File: src/rtl/ram_pkg.sv
// Shared types and constants for the dual-port clearable RAM.
package ram_pkg;

  // Controller state: sweeping zeros through the array, or serving accesses.
  typedef enum logic {
    CLEAR = 1'b0,
    READY = 1'b1
  } state_e;

  // Collision policy when reading and writing the same address in one cycle.
  localparam int unsigned RD_OLD = 0;  // read returns the pre-write word
  localparam int unsigned RD_WT  = 1;  // read returns the word merged with the write

endpackage

File: src/rtl/ram_clr_fsm.sv
// Clear-sweep controller: walks clr_ptr over every address after reset or on
// request, and flags the array as busy until the sweep has finished.
module ram_clr_fsm
  import ram_pkg::*;
#(
  parameter int unsigned AddrW = 3
) (
  input  logic             clk_i,
  input  logic             rst_ni,
  input  logic             clr_req_i,
  output logic             busy_o,
  output logic             clr_we_o,
  output logic [AddrW-1:0] clr_ptr_o
);

  localparam logic [AddrW-1:0] LastPtr = '1;

  state_e           state_q;
  logic [AddrW-1:0] clr_ptr_q;
  logic             busy_q;

  // State, sweep pointer and registered busy flag advance together.
  always_ff @(posedge clk_i) begin
    if (!rst_ni) begin
      state_q   <= CLEAR;
      clr_ptr_q <= '0;
      busy_q    <= 1'b1;
    end else begin
      case (state_q)
        CLEAR: begin
          if (clr_ptr_q == LastPtr) begin
            state_q   <= READY;
            clr_ptr_q <= '0;
            busy_q    <= 1'b0;
          end else begin
            clr_ptr_q <= clr_ptr_q + 1'b1;
          end
        end
        READY: begin
          if (clr_req_i) begin
            state_q <= CLEAR;
            busy_q  <= 1'b1;
          end
        end
        default: begin
          state_q <= CLEAR;
          busy_q  <= 1'b1;
        end
      endcase
    end
  end

  // Sweep writes are suppressed while reset is held so the array is untouched.
  assign clr_we_o  = (state_q == CLEAR) && rst_ni;
  assign busy_o    = busy_q;
  assign clr_ptr_o = clr_ptr_q;

endmodule

File: src/rtl/ram_dp_clr.sv
// Simple dual-port RAM with byte-enabled writes, registered reads and a
// self-timed full-array clear sweep.
module ram_dp_clr
  import ram_pkg::*;
#(
  parameter int unsigned DATA_W  = 8,
  parameter int unsigned ADDR_W  = 3,
  parameter int unsigned RD_MODE = RD_OLD
) (
  input  logic                clk,
  input  logic                rst,
  input  logic                clr_req,
  input  logic                wr_enb,
  input  logic [ADDR_W-1:0]   wr_addr,
  input  logic [DATA_W/8-1:0] byte_en,
  input  logic [DATA_W-1:0]   data_in,
  input  logic                rd_enb,
  input  logic [ADDR_W-1:0]   rd_addr,
  output logic [DATA_W-1:0]   data_out,
  output logic                rd_valid,
  output logic                busy
);

  localparam int unsigned Depth = 2 ** ADDR_W;
  localparam int unsigned ByteN = DATA_W / 8;

  logic [DATA_W-1:0] mem_q [Depth];
  logic [DATA_W-1:0] data_out_q;
  logic              rd_valid_q;
  logic [DATA_W-1:0] rd_word;
  logic              clr_we;
  logic [ADDR_W-1:0] clr_ptr;
  logic              acc_ok;

  ram_clr_fsm #(
    .AddrW(ADDR_W)
  ) u_clr_fsm (
    .clk_i    (clk),
    .rst_ni   (rst),
    .clr_req_i(clr_req),
    .busy_o   (busy),
    .clr_we_o (clr_we),
    .clr_ptr_o(clr_ptr)
  );

  // Port accesses are honoured only when out of reset and not sweeping.
  assign acc_ok = rst && !busy;

  // Array write port: sweep zeros take priority, otherwise byte-masked write.
  always_ff @(posedge clk) begin
    if (clr_we) begin
      mem_q[clr_ptr] <= '0;
    end else if (acc_ok && wr_enb) begin
      for (int i = 0; i < ByteN; i++) begin
        if (byte_en[i]) begin
          mem_q[wr_addr][8*i +: 8] <= data_in[8*i +: 8];
        end
      end
    end
  end

  // Read word selection, forwarding write lanes on a same-address collision.
  always_comb begin
    rd_word = mem_q[rd_addr];
    if (RD_MODE == RD_WT && wr_enb && wr_addr == rd_addr) begin
      for (int i = 0; i < ByteN; i++) begin
        if (byte_en[i]) begin
          rd_word[8*i +: 8] = data_in[8*i +: 8];
        end
      end
    end
  end

  // Registered read data and its one-cycle valid strobe.
  always_ff @(posedge clk) begin
    if (!rst) begin
      data_out_q <= '0;
      rd_valid_q <= 1'b0;
    end else if (!busy && rd_enb) begin
      data_out_q <= rd_word;
      rd_valid_q <= 1'b1;
    end else begin
      rd_valid_q <= 1'b0;
    end
  end

  assign data_out = data_out_q;
  assign rd_valid = rd_valid_q;

endmodule

File: config.mk
export PLATFORM = sky130hd
export DESIGN_NAME = ram_dp_clr
export DESIGN_NICKNAME = d
export VERILOG_FILES = /design/src/rtl/ram_pkg.sv /design/src/rtl/ram_clr_fsm.sv /design/src/rtl/ram_dp_clr.sv
export SDC_FILE = /design/constraint.sdc
export NUM_CORES = 1
export LEC_CHECK = 0
export CAP_MARGIN = 20
export CELL_PAD_IN_SITES_DETAIL_PLACEMENT = 0
export CELL_PAD_IN_SITES_GLOBAL_PLACEMENT = 1
export CORE_MARGIN = 2
export CORE_UTILIZATION = 45
export DETAILED_ROUTE_END_ITERATION = 8
export HOLD_SLACK_MARGIN = 0.1
export PLACE_DENSITY_LB_ADDON = 0.25
export REMOVE_ABC_BUFFERS = 1
export SLEW_MARGIN = 10
export SYNTH_ARGS = -nofsm -noshare
export SYNTH_HDL_FRONTEND = slang
export SYNTH_SLANG_ARGS = --single-unit
File: constraint.sdc
create_clock -name clk -period 3.5 [get_ports clk]
set_clock_uncertainty 0.15 [all_clocks]
set_input_delay 1.05 -clock clk [delete_from_list [all_inputs] [get_ports clk]]
set_output_delay 1.05 -clock clk [all_outputs]
set_load 0.1 [all_outputs]
==> results.yml <==
setup_path:
  start_kind: "input port"
  regToRegStartpoint: "u_clr_fsm.state_q$_SDFF_PN0_"
  path_class: "in2reg"
  rrSetupSlack_ns: 1.36
  crit_fanout: 8
  worstPathCellList: "clkdlybuf4s50_1, and3b_1, nand3_2, or4b_1, a21oi_1, buf_4"
  crit_path_top_delay_cell: "or4b_1"
  critPathCaptureType: "flip-flop"
  crit_buf_inv: 2
  worst_r2r_path_depth: 4
  path_delay_family: "simple AND/OR/NAND/NOR gates"
  cp.arrival_ns: 2.78
  slowest_delay_ns: 0.56
  reg2reg_to: "mem_q[4][3]$_DFFE_PP_"
  cp.required_ns: 3.41
global_route:
  grt_max_degree: 19
  overflow: 0
  first_global_vias: 1774
  antenna_found_initial: 0
  grt_usage_pct: 17.5
  grt_pass1_wl_um: 9630
run:
  maxCapViolCount: 0
pwr:
  p_per_area_nw_per_um2: 463
  p_sw_share_pct: 22.5
  seq_power_share_pct: 57.8
  switchingPower_mw: 0.398
  power.share.clock_pct: 35.1
  power_frac_comb_pct: 7.1
  p_int_mw: 1.37
  p_leak_nw: 1.49
  ir_worst_vdd_uv: 221
cells_and_area:
  n_fill_cell: 590
  diodes: 0
  syn_to_final_growth_pct: 18.8
  seq_area_um2: 2200
  multi_input_area_um2: 952
  drive_gt1_share_pct: 14.7
  design_area_um2: 3820
  final_nets: 283
floorplanning:
  initial_core_util_pct: 46.9
  core_um2: 6870
  rows: 30
  die_w_um: 88.6
  die_area_um2: 7850
  fp.dieH_um: 88.6
  io_pins: 30
synth:
  ys_top_cells_by_area: "edfxtp_1, mux2i_1, dfxtp_1"
  synth_top_area_cell: "edfxtp_1"
  synth_top_area_share_pct: 59.7
  async_reset_ff_share_pct: 0
  synth_most_common_cell: "edfxtp_1"
  synth_edf_count: 64
  avgSynthCellArea_um2: 14.5
  synth_common_cells: "edfxtp_1, mux2i_1, a21oi_1"
  syn_inst: 222
  synth_area_um2: 3220
  ys_types: 27
  ys_seq_area_share_pct: 68.4
  yosys_warnings: 0
  ys_seq_elements: 78
  synth_flop_cell: "edfxtp_1"
drt:
  vias_per_cell: 5.30
  route.detailed.drc: 0
  drt-initial-drc-count: 129
  vias: 1919
  wire_per_inst_um: 17.6
  drt_first_pass_iters: 4
  antenna_left: 0
  wl_um: 6380
sta:
  max_slew.worst_pin.slew_ns: 0.599
  max_freq_mhz: 349
  fin_crit_ns: 2.86
  holdWs_ns: 0.402
  final_hold_viol_count: 0
  rsz0062_at_grt: "no"
  slew_violations: 0
  finalSetupTns_ns: 0
  slew-limit-headroom_pct: 60.0
  period_share_pct: 81.8
  setup_violations: 0
placed_design:
  routabilityCongestion: 0.840
  io_buffers: 29
  placed_cell_area_um2: 3640
  dp_hpwl_um: 4340
clock_network:
  path_clk_slew_ns: 0.08
  cts_buffer_depth: 2
  cts_root_buffer: "clkbuf_8"
  htree_levels: 3
  clock-sinks: 78
  insertion_delay_ns: 0.35
  post_cts_buffers: 0
  hold_buffers: 0
  cts_tree: "yes"
  cts_resized: 0
  cts_buffers: 9
worst_hold_path:
  min_path_type: "reg2reg"
  min_to: "data_out[1]$_SDFFE_PN0P_"
  holdPathStages: 2
  hp-start: "data_out[1]$_SDFFE_PN0P_"
status:
  status: "finished clean"
-- through the flow --
step / instances / worst slack [ns] / power [mW] / utilization (%)
final: 362 / 0.636 / 1.77 / 55.7
after floorplan: 209 / 0.559 / 1.10 / -
after global placement: 346 / 0.306 / 1.17 / 53.0
after global routing: 362 / 0.568 / 1.83 / 55.7
after CTS: 362 / 0.634 / 1.78 / 55.7
after detailed placement: 346 / 0.282 / 1.17 / 53.0
-- worst register-to-register path: cells and delay by family (launching register included) --
| kind | cells | cell delay, ns |
|---|---|---|
| compound gates | 1 | 0.15 |
| buf+inv | 1 | 0.19 |
| flops | 1 | 0.57 |
| simple gates | 2 | 0.79 |
-- state kept, by name, indices dropped and copies added (netlist names) --
name                 flops
mem_q                   64
data_out                 8
u_clr_fsm.busy_o         1
rd_valid                 1
u_clr_fsm.clr_ptr_o      3
u_clr_fsm.state_q        1
-- routing by layer --
layer / GRT usage [%] / share of wire, %
met3: 5.32 / 3.7
met1: 23.7 / 46
met5: 0 / 0
met2: 27.3 / 49
met4: 5.79 / 1.6
-- worst max path at each step --
stage	endpoint	depth (start not counted)	start
final	mem_q[4][3]$_DFFE_PP_	6	byte_en
after global routing	mem_q[4][3]$_DFFE_PP_	6	wr_enb
after CTS	mem_q[4][3]$_DFFE_PP_	6	byte_en
after detailed placement	mem_q[4][1]$_DFFE_PP_	6	byte_en
after global placement	mem_q[4][1]$_DFFE_PP_	6	byte_en
after floorplan	mem_q[1][0]$_DFFE_PP_	4	u_clr_fsm.busy_o$_SDFFE_PN1P_
-- cells in the final DEF (no fill, tap or decap), types with 7 or more instances in the layout --
master and count:
a21oi_1 18, nor2b_1 7, clkdlybuf4s50_1 18, and2_1 10, o21ai_0 9, mux2i_1 34
dfxtp_1 14, clkbuf_8 9, nand2_1 9, buf_4 21, a22oi_1 16, edfxtp_1 64
-- cells by family (layout without fill, tap and decap cells) --
kind of cell             after synthesis  after routing  synth area share (%)
multiplexers                          34             34                  10.6
AND/OR/NAND/NOR                       49             49                  9.83
buffers and inverters                 14             58                  2.02
AO/OA/AOI/OAI                         45             45                  8.39
adder cells (fa/ha/maj)                2              2                 0.777
flip-flops                            78             78                  68.4
-- power groups by stage --
stage | clock network [mW] | logic (mW) | registers, mW
finish | 0.622 | 0.126 | 1.02
global route | 0.665 | 0.138 | 1.03
CTS | 0.631 | 0.127 | 1.02
detailed placement | 0 | 0.126 | 1.04
global placement | 0 | 0.126 | 1.04
floorplan | 0 | 0.0571 | 1.05
-- area by class of cell --
cell class	count	share of cell area [%]
Inverter	1	0.0981
Sequential cell	78	57.6
Clock buffer	12	4.09
Multi-Input combinational cell	130	24.9
Tap cell	96	3.14
Clock inverter	4	0.720
Timing Repair Buffer	41	9.49
Power figures use the tool's default switching activity.
